## src/rtl/float_cmp_pipe_if.sv

```systemverilog
// float_cmp_pipe_if
//   Streaming bus for the pipelined floating-point comparator.
//   Operand side : in_valid/in_ready handshake with in_a, in_b, in_op, in_tag.
//   Result side  : out_valid/out_ready handshake with out_z, out_invalid, out_tag.
//   Handshake rule (both sides): a transfer happens on a rising clk edge where
//   valid && ready; the producer holds valid and payload steady until the
//   transfer, and ready never depends combinationally on valid.
//   master : the producer of operands / consumer of results (testbench, sorter).
//   slave  : the comparator itself.
`timescale 1ns/1ps
interface float_cmp_pipe_if #(
    parameter int EXP_W = 11,
    parameter int MAN_W = 52,
    parameter int TAG_W = 8
);
    localparam int W = 1 + EXP_W + MAN_W;

    logic             in_valid;
    logic             in_ready;
    logic [W-1:0]     in_a;
    logic [W-1:0]     in_b;
    logic [2:0]       in_op;
    logic [TAG_W-1:0] in_tag;
    logic             out_valid;
    logic             out_ready;
    logic             out_z;
    logic             out_invalid;
    logic [TAG_W-1:0] out_tag;

    modport master (
        output in_valid, in_a, in_b, in_op, in_tag, out_ready,
        input  in_ready, out_valid, out_z, out_invalid, out_tag
    );

    modport slave (
        input  in_valid, in_a, in_b, in_op, in_tag, out_ready,
        output in_ready, out_valid, out_z, out_invalid, out_tag
    );
endinterface

```

## src/rtl/float_cmp_pipe.sv

```systemverilog
// float_cmp_pipe
//   Two-stage pipelined IEEE-754 comparator, parametrised over exponent and
//   mantissa width. Stage 1 classifies the operands (NaN/sNaN/zero, signs,
//   magnitude order); stage 2 evaluates the selected predicate and the IEEE
//   invalid flag. Latency is 2 cycles from accept to out_valid when not stalled,
//   throughput one result per cycle.
//   Ports:
//     clk   : rising-edge clock
//     rst_n : asynchronous active-low reset, discards all in-flight items
//     bus   : float_cmp_pipe_if slave modport
//             in_op encoding: 0 EQ, 1 NE, 2 LT, 3 LE, 4 GT, 5 GE, 6 UN, 7 reserved
`timescale 1ns/1ps
module float_cmp_pipe #(
    parameter int EXP_W = 11,
    parameter int MAN_W = 52,
    parameter int TAG_W = 8
) (
    input  logic                 clk,
    input  logic                 rst_n,
    float_cmp_pipe_if.slave      bus
);
    localparam int W = 1 + EXP_W + MAN_W;

    // ---------------- handshake ----------------
    logic s1_valid, s2_valid;
    logic s1_adv, s2_adv, accept;

    // Each stage may take new data when it is empty or its content moves on.
    assign s2_adv   = !s2_valid || bus.out_ready;
    assign s1_adv   = !s1_valid || s2_adv;
    assign accept   = bus.in_valid && s1_adv;
    assign bus.in_ready = s1_adv;

    // ---------------- stage 1: classify ----------------
    logic [EXP_W-1:0] a_exp, b_exp;
    logic [MAN_W-1:0] a_man, b_man;
    logic             a_nan, b_nan, a_snan, b_snan, a_zero, b_zero;
    logic             c_mag_lt, c_mag_eq;

    assign a_exp  = bus.in_a[W-2:MAN_W];
    assign b_exp  = bus.in_b[W-2:MAN_W];
    assign a_man  = bus.in_a[MAN_W-1:0];
    assign b_man  = bus.in_b[MAN_W-1:0];
    assign a_nan  = (&a_exp) && (|a_man);
    assign b_nan  = (&b_exp) && (|b_man);
    // Signalling NaN has the quiet bit (mantissa MSB) clear.
    assign a_snan = a_nan && !a_man[MAN_W-1];
    assign b_snan = b_nan && !b_man[MAN_W-1];
    assign a_zero = ~|bus.in_a[W-2:0];
    assign b_zero = ~|bus.in_b[W-2:0];
    // {exp,man} as an unsigned integer orders magnitudes exactly, denormals
    // and infinities included.
    assign c_mag_lt = bus.in_a[W-2:0] <  bus.in_b[W-2:0];
    assign c_mag_eq = bus.in_a[W-2:0] == bus.in_b[W-2:0];

    logic             s1_nan_a, s1_nan_b, s1_snan_a, s1_snan_b;
    logic             s1_zero_a, s1_zero_b, s1_sign_a, s1_sign_b;
    logic             s1_mag_lt, s1_mag_eq;
    logic [2:0]       s1_op;
    logic [TAG_W-1:0] s1_tag;

    always_ff @(posedge clk or negedge rst_n) begin
        if (!rst_n) begin
            s1_valid  <= 1'b0;
            s1_nan_a  <= 1'b0;
            s1_nan_b  <= 1'b0;
            s1_snan_a <= 1'b0;
            s1_snan_b <= 1'b0;
            s1_zero_a <= 1'b0;
            s1_zero_b <= 1'b0;
            s1_sign_a <= 1'b0;
            s1_sign_b <= 1'b0;
            s1_mag_lt <= 1'b0;
            s1_mag_eq <= 1'b0;
            s1_op     <= 3'd0;
            s1_tag    <= '0;
        end else if (s1_adv) begin
            s1_valid <= bus.in_valid;
            if (accept) begin
                s1_nan_a  <= a_nan;
                s1_nan_b  <= b_nan;
                s1_snan_a <= a_snan;
                s1_snan_b <= b_snan;
                s1_zero_a <= a_zero;
                s1_zero_b <= b_zero;
                s1_sign_a <= bus.in_a[W-1];
                s1_sign_b <= bus.in_b[W-1];
                s1_mag_lt <= c_mag_lt;
                s1_mag_eq <= c_mag_eq;
                s1_op     <= bus.in_op;
                s1_tag    <= bus.in_tag;
            end
        end
    end

    // ---------------- stage 2: evaluate ----------------
    logic unord, any_snan, both_zero, ord_eq, ord_lt, ord_gt;
    logic eval_z, eval_inv;

    always_comb begin
        unord     = s1_nan_a || s1_nan_b;
        any_snan  = s1_snan_a || s1_snan_b;
        both_zero = s1_zero_a && s1_zero_b;
        ord_eq    = both_zero || (s1_mag_eq && (s1_sign_a == s1_sign_b));
        if (both_zero)
            ord_lt = 1'b0;
        else if (s1_sign_a != s1_sign_b)
            ord_lt = s1_sign_a;                  // negative side is smaller
        else if (!s1_sign_a)
            ord_lt = s1_mag_lt;
        else
            ord_lt = !s1_mag_lt && !s1_mag_eq;   // both negative: larger magnitude is smaller
        ord_gt = !ord_lt && !ord_eq;

        eval_z   = 1'b0;
        eval_inv = 1'b0;
        case (s1_op)
            3'd0: begin eval_z = !unord && ord_eq;             eval_inv = any_snan; end
            3'd1: begin eval_z = unord || !ord_eq;             eval_inv = any_snan; end
            3'd2: begin eval_z = !unord && ord_lt;             eval_inv = unord;    end
            3'd3: begin eval_z = !unord && (ord_lt || ord_eq); eval_inv = unord;    end
            3'd4: begin eval_z = !unord && ord_gt;             eval_inv = unord;    end
            3'd5: begin eval_z = !unord && (ord_gt || ord_eq); eval_inv = unord;    end
            3'd6: begin eval_z = unord;                        eval_inv = any_snan; end
            default: begin eval_z = 1'b0;                      eval_inv = 1'b0;     end
        endcase
    end

    logic             s2_z, s2_invalid;
    logic [TAG_W-1:0] s2_tag;

    always_ff @(posedge clk or negedge rst_n) begin
        if (!rst_n) begin
            s2_valid   <= 1'b0;
            s2_z       <= 1'b0;
            s2_invalid <= 1'b0;
            s2_tag     <= '0;
        end else if (s2_adv) begin
            s2_valid <= s1_valid;
            if (s1_valid) begin
                s2_z       <= eval_z;
                s2_invalid <= eval_inv;
                s2_tag     <= s1_tag;
            end
        end
    end

    assign bus.out_valid   = s2_valid;
    assign bus.out_z       = s2_z;
    assign bus.out_invalid = s2_invalid;
    assign bus.out_tag     = s2_tag;
endmodule

```

## src/flat_wrapper.sv

```systemverilog
// flat-port wrapper written by rule: the top's interface ports become plain ports
module float_cmp_pipe_flat 
#(
    parameter int EXP_W = 11,
    parameter int MAN_W = 52,
    parameter int TAG_W = 8
)
  (clk, rst_n, bus_in_valid, bus_in_a, bus_in_b, bus_in_op, bus_in_tag, bus_out_ready, bus_in_ready, bus_out_valid, bus_out_z, bus_out_invalid, bus_out_tag);
  float_cmp_pipe_if #(.EXP_W(EXP_W), .MAN_W(MAN_W), .TAG_W(TAG_W)) bus_i ();
  input  logic clk;
  input  logic rst_n;
  input wire logic [$bits(bus_i.in_valid)-1:0] bus_in_valid;
  input wire logic [$bits(bus_i.in_a)-1:0] bus_in_a;
  input wire logic [$bits(bus_i.in_b)-1:0] bus_in_b;
  input wire logic [$bits(bus_i.in_op)-1:0] bus_in_op;
  input wire logic [$bits(bus_i.in_tag)-1:0] bus_in_tag;
  input wire logic [$bits(bus_i.out_ready)-1:0] bus_out_ready;
  output wire logic [$bits(bus_i.in_ready)-1:0] bus_in_ready;
  output wire logic [$bits(bus_i.out_valid)-1:0] bus_out_valid;
  output wire logic [$bits(bus_i.out_z)-1:0] bus_out_z;
  output wire logic [$bits(bus_i.out_invalid)-1:0] bus_out_invalid;
  output wire logic [$bits(bus_i.out_tag)-1:0] bus_out_tag;
  assign bus_i.in_valid = bus_in_valid;
  assign bus_i.in_a = bus_in_a;
  assign bus_i.in_b = bus_in_b;
  assign bus_i.in_op = bus_in_op;
  assign bus_i.in_tag = bus_in_tag;
  assign bus_i.out_ready = bus_out_ready;
  assign bus_in_ready = bus_i.in_ready;
  assign bus_out_valid = bus_i.out_valid;
  assign bus_out_z = bus_i.out_z;
  assign bus_out_invalid = bus_i.out_invalid;
  assign bus_out_tag = bus_i.out_tag;
  float_cmp_pipe #(.EXP_W(EXP_W), .MAN_W(MAN_W), .TAG_W(TAG_W)) u_core (.clk(clk), .rst_n(rst_n), .bus(bus_i));
endmodule
```

## config.mk

```make
export PLATFORM = sky130hd
export DESIGN_NAME = float_cmp_pipe_flat
export DESIGN_NICKNAME = d
export VERILOG_FILES = /design/src/rtl/float_cmp_pipe_if.sv /design/src/rtl/float_cmp_pipe.sv /design/src/flat_wrapper.sv
export SDC_FILE = /design/constraint.sdc
export NUM_CORES = 1
export LEC_CHECK = 0
export CAP_MARGIN = 20
export CORE_MARGIN = 2
export CORE_UTILIZATION = 46
export DETAILED_ROUTE_END_ITERATION = 12
export GPL_TIMING_DRIVEN = 0
export PLACE_DENSITY = 0.94
export SLEW_MARGIN = 30
export SYNTH_ARGS = -nofsm -noshare
export SYNTH_HDL_FRONTEND = slang
export SYNTH_SLANG_ARGS = --single-unit
```

## constraint.sdc

```tcl
create_clock -name clk -period 4.3 [get_ports clk]
set_input_delay 0.645 -clock clk [delete_from_list [all_inputs] [get_ports clk]]
set_output_delay 0.645 -clock clk [all_outputs]
set_load 0.02 [all_outputs]
```

==> results.txt <==
Status: finished clean
Post-synthesis sequential area ratio: 25.0%
Synth area leader: dfrtp_1
Synth Net Count: 595
Number of synthesized flops with an enable pin: 0
Main combinational cell family by area after synthesis: adder cells
Max-cap viol count: 0
RR Startpoint: u_core.s1_sign_b
Final period util: 62.9%
Clk Latency, worst-skew pair: 0.29 ns
Cts bufs inserted: 5
CP Launch Type: primary input
Fmax: 370 MHz
Gpl congestion: 0.883
CTS H-tree lvls: 2
Routed vias/inst: 5.75
Simple-gate share of the synthesized area: 21.2%
Gr ovfl total: 0
Clock slew at reported path FFs: 0.07 ns
Adder-Cell Fraction of Synth Area: 23.9%
Mapped Area: 0.00330 mm2
RSZ-0062 raised after global routing: false
Met2 Usage GRT: 53.9%
Routed WL per cell: 17.2 um
Worst r2r path cells: 6
Fin util: 74.2%
DIE AREA: 0.00788 mm2
Synth Warn #: 0
Area contributors post-synth: dfrtp_1, ha_1, inv_1
Cell Chain, Critical Path: clkdlybuf4s50_1 -> inv_1 -> ha_1 -> and4_1 -> nand3_2 -> or4_4 -> a211o_1 -> a31oi_1 -> o21ai_1
# fillers: 498
Leak: 2.31 nW
CTS tree: done
Met3 global-route usage: 4.01%
Via count: 3,719
Boundary pin count: 155
Die Y: 88.8 um
Routed WL: 11,100 um
Post-synth top flop: dfrtp_1
Tot GR Track Use: 28.0%
Max-slew violations: 0
Core box area: 0.00687 mm2
Worst-margin pin slew: 0.741 ns
Drt drc: 0
Min Tclk post-route: 2.70 ns
Initial DRC count: 202
Hold-fix buffers, CTS: 0
Slew HR: 50.6%
Share of cells above drive strength 1: 6.72%
Core Rows: 30
Synthesized area per cell: 8.49 um2
WP data required: 4.47 ns
Setup bufs post-CTS: 0
Routed Antenna Nets: 0
XOR/XNOR Fraction of Synth Area: 0.265%
Critical path type: in2reg
Count leader, synth: inv_1
Multiplexer share of the synthesized area: 7.46%
Most frequent cells after synthesis: inv_1, ha_1, nor4_1
Fin. Hold Viols: 0
Setup Skew: 0.00439 ns
Port Buf Inserts: 154
Crit-path max cell delay: 0.53 ns
Syn Inst Count: 389
#FFs+latches synth: 33
Synth top area share: 25.0%
Area growth syn-to-layout: 54.2%
Critical Path End Type: register
Crit path launch: bus_in_b[26]
HP Class: in2async
Layout Nets: 756
Initial core utilization: 48.1%
CTS resizes: 0
Die X-Extent: 88.8 um
GRT busiest layer: met2
Complex-gate fraction of the synthesized area: 14.2%
Ant. Diodes: 0
Vias in the first global route: 3,949
Crit path max fanout: 3
Clock Tree Root: clkbuf_8
First-pass GRT wire length: 17,200 um
Initial antenna violation count: 0
Final setup violation count: 0
Pre-antenna DRT Iters: 5
Met1 Usage GRT: 30.6%
Pwr per Cell Area: 242 mW/mm2
Largest net degree at the start of global routing: 34
DP Wirelength: 9370 um
VDD IR max: 0.134 mV
Sink Count: 33
CTS max path bufs: 2
Netlist cell types: 45
Setup TNS: 0 ns
Slowest stage cell, crit path: or4_4
Critical Path AT: 2.87 ns
Async set or reset register ratio after synthesis: 100%
-- worst max-delay path: cells and delay by family --
family	cells	cell delay, ns
AOI/OAI and AO/OA	3	0.51
adders and majority gates	1	0.30
buffers and inverters	2	0.56
and+or+nand+nor	3	0.86
-- report_power, final --
group          internal, mW  switching, mW  total, mW
combinational         0.272          0.216      0.488
clock                 0.230          0.121      0.351
sequential            0.357         0.0357      0.392
total                 0.859          0.373       1.23
-- through the flow --
stage                     hold slack (ns)  cell area (um2)  std cells  power [mW]  worst slack [ns]
after detailed placement            0.487             4960        639       0.877              1.29
after global routing                0.479             5090        647        1.29              1.47
after global placement              0.465             4970        639       0.850              1.33
after floorplan                     0.349             3300        389       0.603              1.98
after CTS                           0.434             5090        647        1.23              1.60
final                               0.414             5090        647        1.23              1.60
-- area by class of cell --
type / instances / area [um2] / share of cell area (%)
Buffer: 3 / 11.3 / 0.221
Clock buffer: 5 / 68.8 / 1.35
Clock inverter: 3 / 65.1 / 1.28
Inverter: 67 / 251 / 4.94
Multi-Input combinational cell: 286 / 2220 / 43.5
Sequential cell: 33 / 826 / 16.2
Tap cell: 96 / 120 / 2.36
Timing Repair Buffer: 154 / 1540 / 30.2
-- final timing paths --
kind | end | slack [ns]
worst min register to register | u_core.bus.out_tag[5] | 0.51
worst max-delay path | u_core.s1_mag_lt | 1.60
worst max register to register | u_core.bus.out_z | 2.40
max in group asynchronous | u_core.s1_mag_lt | 3.41
min in group clk | u_core.bus.out_tag[5] | 0.51
worst min-delay path | u_core.s1_sign_a | 0.41
-- cells in the final DEF, fill, tap and decap left out, drive strengths merged, types with 12 or more instances in the layout --
master           n
nor4            35
o21ai           25
dfrtp           33
nand3           12
nor2            13
nand4           22
mux2            21
inv             67
clkdlybuf4s50  153
ha              63
nand2           21
a21oi           13
-- per-layer routing --
metal	up-vias	wire, um
li1	1769	-
met1	1725	4290
met2	194	5790
met3	31	763
met4	0	308
met5	-	0
-- cells by family after synthesis --
family          count (synthesis)
flops                          33
buf+inv                        70
compound gates                 73
simple gates                  127
xor+xnor                        1
fa+ha+maj                      63
mux                            22
Power figures use the tool's default switching activity.
